===== config.mk =====
export PLATFORM = sky130hd
export DESIGN_NAME = uart_retrans_rx
export DESIGN_NICKNAME = d
export VERILOG_FILES = /design/src/rtl/uart_retrans_rx.sv
export SDC_FILE = /design/constraint.sdc
export NUM_CORES = 1
export LEC_CHECK = 0
export CORE_UTILIZATION = 60
export DETAILED_ROUTE_END_ITERATION = 7
export DONT_BUFFER_PORTS = 1
export PLACE_DENSITY = 0.73
export SYNTH_ARGS = -nofsm -noshare
export SYNTH_HDL_FRONTEND = slang
export SYNTH_SLANG_ARGS = --single-unit

===== constraint.sdc =====
create_clock -name clk -period 5.2 [get_ports clk]
set_clock_uncertainty 0.15 [all_clocks]
set_input_delay 1.04 -clock clk [delete_from_list [all_inputs] [get_ports clk]]
set_output_delay 1.04 -clock clk [all_outputs]
set_load 0.01 [all_outputs]

===== src/rtl/uart_retrans_rx.sv =====
// uart_retrans_rx
//   Single-clock UART frame receiver. One serial bit is sampled per clock.
//   Frame (LSB first): start(0), DATA_BITS data bits, even parity bit, stop(1).
//   A good frame raises `valid` until `ack`. A bad frame (parity or stop-bit
//   failure) raises `error` for TIMEOUT cycles, then issues a one-cycle
//   `request_resend` and bumps the saturating `resend_count`.
// Ports:
//   clk            system clock, rising edge
//   reset          synchronous active-low reset
//   signal         serial line, idle high
//   ack            consumer acknowledge of a held valid frame
//   error          bad frame detected (also high during the resend cycle)
//   resend_count   number of resend requests since last ack/reset
//   request_resend one-cycle retransmission request
//   valid          good frame held, awaiting ack
module uart_retrans_rx #(
  parameter int DATA_BITS = 7,
  parameter int TIMEOUT   = 8,
  parameter int CNT_W     = 5
) (
  input  logic             clk,
  input  logic             reset,
  input  logic             signal,
  input  logic             ack,
  output logic             error,
  output logic [CNT_W-1:0] resend_count,
  output logic             request_resend,
  output logic             valid
);

  localparam int BW = $clog2(DATA_BITS + 1);
  localparam int TW = $clog2(TIMEOUT + 1);
  localparam logic [BW-1:0]    LAST_BIT = BW'(DATA_BITS - 1);
  localparam logic [TW-1:0]    TO_LAST  = TW'(TIMEOUT - 1);
  localparam logic [CNT_W-1:0] CNT_MAX  = '1;

  typedef enum logic [2:0] {
    S_IDLE, S_DATA, S_PARITY, S_STOP, S_VALID, S_ERROR, S_RESEND
  } state_t;

  state_t           state, state_n;
  logic [BW-1:0]    bit_cnt, bit_cnt_n;
  logic [TW-1:0]    to_cnt, to_cnt_n;
  logic             par_acc, par_acc_n;
  logic             par_ok, par_ok_n;
  logic [CNT_W-1:0] rcnt_n;

  always_comb begin
    state_n   = state;
    bit_cnt_n = bit_cnt;
    to_cnt_n  = to_cnt;
    par_acc_n = par_acc;
    par_ok_n  = par_ok;
    rcnt_n    = resend_count;
    unique case (state)
      S_IDLE: begin
        if (!signal) begin
          state_n   = S_DATA;
          bit_cnt_n = '0;
          par_acc_n = 1'b0;
        end
      end
      S_DATA: begin
        par_acc_n = par_acc ^ signal;
        bit_cnt_n = bit_cnt + BW'(1);
        if (bit_cnt == LAST_BIT) state_n = S_PARITY;
      end
      S_PARITY: begin
        par_ok_n = ~(par_acc ^ signal);
        state_n  = S_STOP;
      end
      S_STOP: begin
        // A break (stop = 0) is an error even when parity checks out.
        to_cnt_n = '0;
        state_n  = (signal && par_ok) ? S_VALID : S_ERROR;
      end
      S_VALID: begin
        if (ack) begin
          state_n = S_IDLE;
          rcnt_n  = '0;
        end
      end
      S_ERROR: begin
        to_cnt_n = to_cnt + TW'(1);
        if (to_cnt == TO_LAST) begin
          state_n = S_RESEND;
          // Count lands together with the request pulse.
          if (resend_count != CNT_MAX) rcnt_n = resend_count + CNT_W'(1);
        end
      end
      S_RESEND: state_n = S_IDLE;
      default:  state_n = S_IDLE;
    endcase
  end

  // Outputs are registered from the next state so they line up with it.
  always_ff @(posedge clk) begin
    if (!reset) begin
      state          <= S_IDLE;
      bit_cnt        <= '0;
      to_cnt         <= '0;
      par_acc        <= 1'b0;
      par_ok         <= 1'b0;
      resend_count   <= '0;
      valid          <= 1'b0;
      error          <= 1'b0;
      request_resend <= 1'b0;
    end else begin
      state          <= state_n;
      bit_cnt        <= bit_cnt_n;
      to_cnt         <= to_cnt_n;
      par_acc        <= par_acc_n;
      par_ok         <= par_ok_n;
      resend_count   <= rcnt_n;
      valid          <= (state_n == S_VALID);
      error          <= (state_n == S_ERROR) || (state_n == S_RESEND);
      request_resend <= (state_n == S_RESEND);
    end
  end

endmodule


---- After elaboration in Yosys (flattened, before gate mapping) ----
Index checks and enable logic that the tools add are counted.
word-level totals
  flip-flop bits (word level) ............. 20
  logic and storage cells ................. 52
cells by class
  bitwise operators ....................... 2
  reductions and logical operators ........ 8
  multiplexer cells ....................... 15
  add/subtract/negate cells ............... 3
  equality and inequality tests ........... 15
operators with widths
  cell                                                  number
  equality test 3 bit (second input constant)           6
  case mux 3 bit (6 select lines)                       1
  two-way mux 3 bit                                     5
  two-way mux 5 bit                                     3
  case mux 5 bit (2 select lines)                       1
  inequality test 2 bit (second input constant)         4
  case mux 4 bit (2 select lines)                       1
  equality test 3 x 2 -> 1 bit (second input constant)  2
  case mux 3 bit (2 select lines)                       1
  nonzero test 2 bit                                    3
  adder 5 x 1 -> 5 bit (second input constant)          1
  inequality test 5 bit (second input constant)         1
  adder 4 x 1 -> 4 bit (second input constant)          1
  equality test 4 x 3 -> 1 bit (second input constant)  1
  AND reduction 4 bit                                   1
  adder 3 x 1 -> 3 bit (second input constant)          1
  equality test 3 x 1 -> 1 bit (second input constant)  1
  zero test 3 bit                                       1
  two-way mux 1 bit                                     2
  case mux 1 bit (2 select lines)                       1
  AND reduction 2 bit                                   1
  logical AND 1 bit                                     1
  logical OR 1 bit                                      1
  NOT 1 bit                                             1
  bitwise XOR 1 bit                                     1

---- Depth between registers and ports, before layout ----
Gate-level depths: netlist (run 1).
  depth after elaboration ................. 5
  mapped depth ............................ 7
  mapped depth without buffers ............ 7

---- Worst setup path after synthesis (run 1) ----
OpenSTA, ideal clock, no wires.
  path type ............................... input-to-reg
  from .................................... in signal
  to ...................................... reg valid
  cell stages on the path ................. 4
  path buffers ............................ 0
  slack ................................... 3,235 ps
  arrival time ............................ 1,737 ps
  cell sequence ........................... or3b_2 nand3_1 nand3_1 nor3_1
on the way
  cells in the longest elaborated chain, start to end .. 4
RTL lines
  what                                 RTL line  text
  start: declaration                   23        input logic signal,
  logical AND 1 bit                    75        state_n = (signal && par_ok) ? S_VALID : S_ERROR;
  two-way mux 1 bit                    75
  case mux 3 bit (6 select lines) (*)  55        unique case (state)
  equality test 3 bit (*)              115       valid <= (state_n == S_VALID);
  end signal: assignment               115
  end: declaration                     28        output logic valid
Every way passes the cells marked *; elsewhere a longest branch is shown, timed or not.
A chain may end at the register's enable or synchronous reset.

---- Worst setup path after layout (run 1) ----
  from .................................... reg resend_count[0]
  to ...................................... reg resend_count[2]
on the way
  cells in the longest elaborated chain, start to end .. 4
RTL lines
  what                             RTL line  text
  start: declaration               26        output logic [CNT_W-1:0] resend_count,
  start signal: assignment         114       resend_count <= rcnt_n;
  adder 5 x 1 -> 5 bit             88        if (resend_count != CNT_MAX) rcnt_n = resend_count + CNT_W'(1);
  two-way mux 5 bit                88
  two-way mux 5 bit                85        if (to_cnt == TO_LAST) begin
  case mux 5 bit (2 select lines)  55
Parallel ways exist; a longest one is shown, timed or not. The select of a mux whose other input is x is not followed.

==> reports/summary.txt, run 1 <==
Initial antenna violation count: 0
Final max-slew violation count: 0
Worst reg-to-reg path cell count: 7
Peak supply drop: 0.181 mV
Post-synthesis sequential area ratio: 36.5%
F_max: 0.493 GHz
RD Place Congestion: 0.749
H-tree levels: 1
Transition at the pin with the smallest max-transition slack: 581 ps
Global-route wire length before repair: 3460 um
Number of vias after detailed routing: 871
WL final: 1980 um
Floorplan core area: 1730 um^2
Minimum setup slack after placement: 3080 ps
Vias in the first global route: 788
Die width: 44.8 um
Clk Latency, worst-skew pair: 300 ps
Worst Path Required: 5240 ps
Yosys Warn Count: 0
Area Growth Syn to Fin: 1.60%
Top cell types by occurrence after synthesis: 20 x dfxtp_1, 14 x o21ai_0, 10 x nand2_1
Crit path max-delay cell type: dfxtp_1
Die outline area: 2000 um^2
Number of buffers on the longest clock path: 2
Async set-reset flop share out of synthesis: 0%
Clock-pin slew on the worst setup and hold paths: 110 ps
Shortest clock period the worst path allows after layout: 2030 ps
Fraction of layout instances using a drive strength above 1: 5.56%
Total gr overflow: 0
# DRC: 0
Net count after synthesis: 140
Top cells by area, synth: dfxtp_1 36%, o21ai_0 6.4%, ha_1 5.7%
Total buffers and inverters traversed by the critical path: 1
EDFF count, synth: 0
Count of input and output buffers: 0
Routed wire per std cell: 13.1 um
Synthesized area per cell: 8.38 um^2
Cells after synthesis: 131
Net count of the finished layout: 136
Average vias per placed instance: 5.77
Setup crit start kind: register
Inserted Clock Buffers: 3
Pleak: 0.397 nW
Register bit total from synthesis: 20
Initial Util: 63.6%
Global routing usage summed across all routing layers: 23.4%
Placement Rows: 15
Placed wire-length estimate after detailed placement: 1360 um
# Max-Cap Violations: 0
Worst endpoint data arrival time: 2070 ps
Dominant cell by count in the synthesized netlist: dfxtp_1
Hold Buf Count CTS: 0
Setup_tns: 0 ps
Outcome: finished clean
Portion of synthesized cell area occupied by the leading cell type: 36.5%
Critical path's top delay family: compound AO/OA/AOI/OAI gates
Number of setup violations in the final report: 0
Power density over cell area: 233 nW/um^2
Min-Delay Path Class: reg -> reg
Dominant synthesized flop cell: dfxtp_1
Synthesized cell area: 1100 um^2
1st-pass router iterations: 5
Number of gates given a new drive strength after cts: 0
Maximum fanout along the worst path: 5
Number of antenna-violating nets in the routed design: 0
Clock Root Buffer: clkbuf_4
Total setup buffers inserted after CTS: 0
Maximum number of pins on one net before global-route repair: 23
Minimum hold slack: 330 ps
I/O pin total: 12
Cells along the critical path: ha_1 -> and3_1 -> ha_1 -> inv_1 -> a31oi_1 -> o311ai_0 -> o21ai_0
Cell count of the worst hold path: 2
Max-slew headroom: 61.2%
Final critical-path setup slack: 3170 ps
Biggest cell delay along the critical path: 380 ps
Critical path depth: 7
Netlist cell types: 41
Cell type with the largest total area after synthesis: dfxtp_1
Most prevalent standard cell on the critical path: ha_1
Violation count after the first detailed-routing iteration: 13
Setup repair after global routing missed its margin: no
Kind of capture point of the worst setup path: register
Number of failing hold endpoints at the final stage: 0
Number of inserted diodes: 0
Clock tree from TritonCTS: built
Type of the setup path with the least slack: reg -> reg
CTS Sinks: 20
Final critical-path share of the clock period: 39.0%
Y dimension of the die: 44.8 um
logic make-up after synthesis:
logic type	synth area share [%]
and+or+nand+nor	28.1
AOI/OAI and AO/OA	21.4
DFF	36.5
buffers and inverters	6.61
adders and majority gates	5.70
xor gates and xnor gates	0.798
muxes	0.912
cell usage in the layout, fill, tap and decap left out, types with 2 or more instances in the layout:
cell type and n:
nand2b_1 6, inv_1 6, and2_1 2, nand3_1 7, nor2_1 5, o31a_1 2, a21oi_1 5, o21ai_0 14
o211ai_1 2, and3_1 2, ha_1 5, a22oi_1 2, dfxtp_1 20, nand2_1 10, a21boi_0 4, clkbuf_4 3
nor2b_1 9
worst reg2reg max path, cell delays in order (launching register included):
cell and delay (ps):
dfxtp_1 380, ha_1 250, and3_1 190, ha_1 170, inv_1 110, a31oi_1 180
o311ai_0 350, o21ai_0 120
layer usage:
metal / share of wire, % / track usage [%] / vias up
met3: 4.1 / 6.80 / 4
met1: 49 / 33.7 / 400
met4: 1.2 / 7.27 / 0
met5: 0 / 0 / -
li1: - / - / 452
met2: 46 / 33.8 / 15
final timing paths:
kind,startpoint,slack [ps],end
worst max-delay path,resend_count[0]$_SDFFE_PN0P_,3170,resend_count[2]$_SDFFE_PN0P_
worst min-delay path,par_ok$_SDFFE_PN0N_,330,par_ok$_SDFFE_PN0N_
worst max register to register,resend_count[0]$_SDFFE_PN0P_,3170,resend_count[2]$_SDFFE_PN0P_
worst min register to register,par_ok$_SDFFE_PN0N_,330,par_ok$_SDFFE_PN0N_
registers in the layout, indices dropped and copies added, names as in the netlist:
signal and flops:
error 1, to_cnt 4, par_ok 1, resend_count 5
valid 1, request_resend 1, bit_cnt 3, par_acc 1
state 3
cell type report:
type,count,area (um^2)
Sequential cell,20,400
Multi-Input combinational cell,96,624
Tap cell,25,31.3
Clock buffer,4,36.3
Inverter,6,22.5
Fill cell,166,612
where the power goes:
| part | internal [mW] | switching (mW) |
|---|---|---|
| sequential | 0.155 | 0.00365 |
| clock | 0.0428 | 0.0471 |
| combinational | 0.00611 | 0.00527 |
| total | 0.204 | 0.0560 |
metrics by stage:
| stage | power [mW] | std cells | util, % | cell area (um^2) |
|---|---|---|---|---|
| 2_1_floorplan | 0.173 | 131 | - | 1100 |
| 3_5_place_dp | 0.174 | 147 | 62.5 | 1080 |
| 6_report | 0.260 | 151 | 64.6 | 1110 |
| 4_1_cts | 0.263 | 151 | 64.6 | 1110 |
| 3_3_place_gp | 0.173 | 147 | 62.5 | 1080 |
| 5_1_grt | 0.271 | 151 | 64.6 | 1110 |
No activity file was read; power rests on OpenSTA's default activity.
==> run 2: changes to the inputs <==
Clock period 5.2 ns to 2 ns, I/O delays scaled along.
==> reports/summary.txt, run 2 (synthesized netlist as in run 1, its figures left out) <==
Outcome: finished clean
Clk Latency, worst-skew pair: 310 ps (about the same)
Max-slew headroom: 63.1% (+1.8 points)
# DRC: 0 (unchanged)
Total non-filler cell area in the finished layout: 1180 um^2 (+6.1%)
Floorplan core area: 1730 um^2 (unchanged)
Violation count after the first detailed-routing iteration: 12 (-1)
Clock-pin slew on the worst setup and hold paths: 120 ps (about the same)
F_max: 0.531 GHz (+7.5%)
CTS Sinks: 20 (unchanged)
Number of buffers on the longest clock path: 2 (unchanged)
Count of input and output buffers: 0 (unchanged)
Design internal power: 624 uW (+210%)
Min-Delay Path Class: in -> reg
Most used cells in the layout excluding fill and tap cells: 20 x dfxtp_1, 14 x o21ai_0, 10 x nand2_1
Vias in the first global route: 789 (+0.13%)
Number of inserted diodes: 0 (unchanged)
Number of setup violations in the final report: 0 (unchanged)
Total setup buffers inserted after CTS: 0 (unchanged)
Total gr overflow: 0 (unchanged)
Inserted Clock Buffers: 3 (unchanged)
Pleak: 0.437 nW (+10%)
Minimum hold slack: 51.8 ps (-278 ps)
Clock tree from TritonCTS: built
Die outline area: 2000 um^2 (unchanged)
Maximum fanout along the worst path: 5 (unchanged)
Max FFs per register: 5 (unchanged)
Fraction of layout instances using a drive strength above 1: 10.6% (+5.1 points)
Hold Buf Count CTS: 0 (unchanged)
Net count of the finished layout: 142 (+4.4%)
Type of the setup path with the least slack: reg -> reg
Switching share of power: 21.0% (-0.59 points)
Number of antenna-violating nets in the routed design: 0 (unchanged)
Reg power frac: 52.0% (-9.0 points)
Clock Root Buffer: clkbuf_4
Portion of total power attributed to combinational logic: 4.6% (+0.2 points)
Y dimension of the die: 44.8 um (unchanged)
Largest reg by FF count: resend_count
Setup_tns: 0 ps (unchanged)
Final max-slew violation count: 0 (unchanged)
Transition at the pin with the smallest max-transition slack: 553 ps (-27.5 ps)
Kind of capture point of the worst setup path: register
Power density over cell area: 667 nW/um^2 (+190%)
Number of cells in the finished layout apart from fillers: 157 (+4.0%)
Worst Path Required: 2050 ps (-3190 ps)
Final critical-path setup slack: 115 ps (-3060 ps)
Routed wire per std cell: 13.4 um (+2.5%)
Worst endpoint data arrival time: 1940 ps (-130 ps)
WL final: 2110 um (+6.6%)
Global-route wire length before repair: 3510 um (+1.6%)
RD Place Congestion: 0.799 (+6.6%)
Initial Util: 63.6% (unchanged)
Setup crit start kind: register
Worst reg-to-reg path cell count: 7 (unchanged)
Final critical-path share of the clock period: 94.2% (+55 points)
# Max-Cap Violations: 0 (unchanged)
Post-layout util: 68.5% (+3.9 points)
1st-pass router iterations: 4 (-1)
I/O pin total: 12 (unchanged)
Most common library cell in the layout ignoring fill and taps: dfxtp_1
Number of gates given a new drive strength after cts: 0 (unchanged)
Minimum setup slack after placement: 58.7 ps (-3020 ps)
H-tree levels: 1 (unchanged)
Average vias per placed instance: 5.92 (+2.6%)
Shortest clock period the worst path allows after layout: 1880 ps (-142 ps)
Global routing usage summed across all routing layers: 24.1% (+0.74 points)
Largest registers ranked by flip-flop count: resend_count: 5 flops, to_cnt: 4 flops
Power after layout: 789 uW (+200%)
Number of vias after detailed routing: 929 (+6.7%)
Maximum number of pins on one net before global-route repair: 23 (unchanged)
Placement Rows: 15 (unchanged)
Switching power: 165 uW (+200%)
Placed inst area: 1120 um^2 (+4.2%)
Setup repair after global routing missed its margin: no
Number of failing hold endpoints at the final stage: 0 (unchanged)
Clock share of power: 43.4% (+8.8 points)
Initial antenna violation count: 0 (unchanged)
Peak supply drop: 0.582 mV (+220%)
Placed wire-length estimate after detailed placement: 1500 um (+11%)
Die width: 44.8 um (unchanged)
Cell count of the worst hold path: 1 (-1)
Area Growth Syn to Fin: 7.75%
Number of placed instances with taps included: 153 (+4.1%)
-- run 2: worst paths after layout --
kind | slack [ps] | to | startpoint
min reg2reg | 340 | par_ok$_SDFFE_PN0N_ | par_ok$_SDFFE_PN0N_
max reg2reg | 120 | resend_count[2]$_SDFFE_PN0P_ | resend_count[0]$_SDFFE_PN0P_
max | 120 | resend_count[2]$_SDFFE_PN0P_ | resend_count[0]$_SDFFE_PN0P_
min | 50 | to_cnt[2]$_SDFFE_PN0P_ | reset
-- run 2: power groups by stage --
stage / combinational [mW] / clock [mW] / sequential [mW]
2_1_floorplan: 0.0362 / 0 / 0.414
3_3_place_gp: 0.0341 / 0 / 0.419
3_5_place_dp: 0.0347 / 0 / 0.419
4_1_cts: 0.0350 / 0.344 / 0.410
5_1_grt: 0.0408 / 0.360 / 0.411
6_report: 0.0360 / 0.343 / 0.410
-- run 2: critical path, cell delays in order (launching register included) --
cell,delay (ps)
dfxtp_1,330
ha_1,210
and3_1,200
ha_1,190
inv_1,110
a31oi_2,160
o311ai_1,290
o21ai_0,120
-- run 2: per-layer routing --
metal | part of all wire, % | track usage [%] | vias to the layer above
met5 | 0 | 0 | -
met4 | 2.9 | 13.3 | 0
met3 | 3.7 | 5.20 | 6
met2 | 45 | 33.8 | 20
met1 | 48 | 34.3 | 437
li1 | - | - | 466
-- run 2: final cells by class --
type,instances,area (um^2)
Multi-Input combinational cell,96,631
Inverter,6,22.5
Timing Repair Buffer,6,45.0
Tap cell,25,31.3
Sequential cell,20,400
Clock buffer,3,22.5
Fill cell,155,544
Clock inverter,1,30.0
==> run 3: changes to the inputs <==
Settings changed: SLEW_MARGIN set to 20.
==> results of run 3 <==
No change in the layout: final DEF, timing and power equal those of run 2.
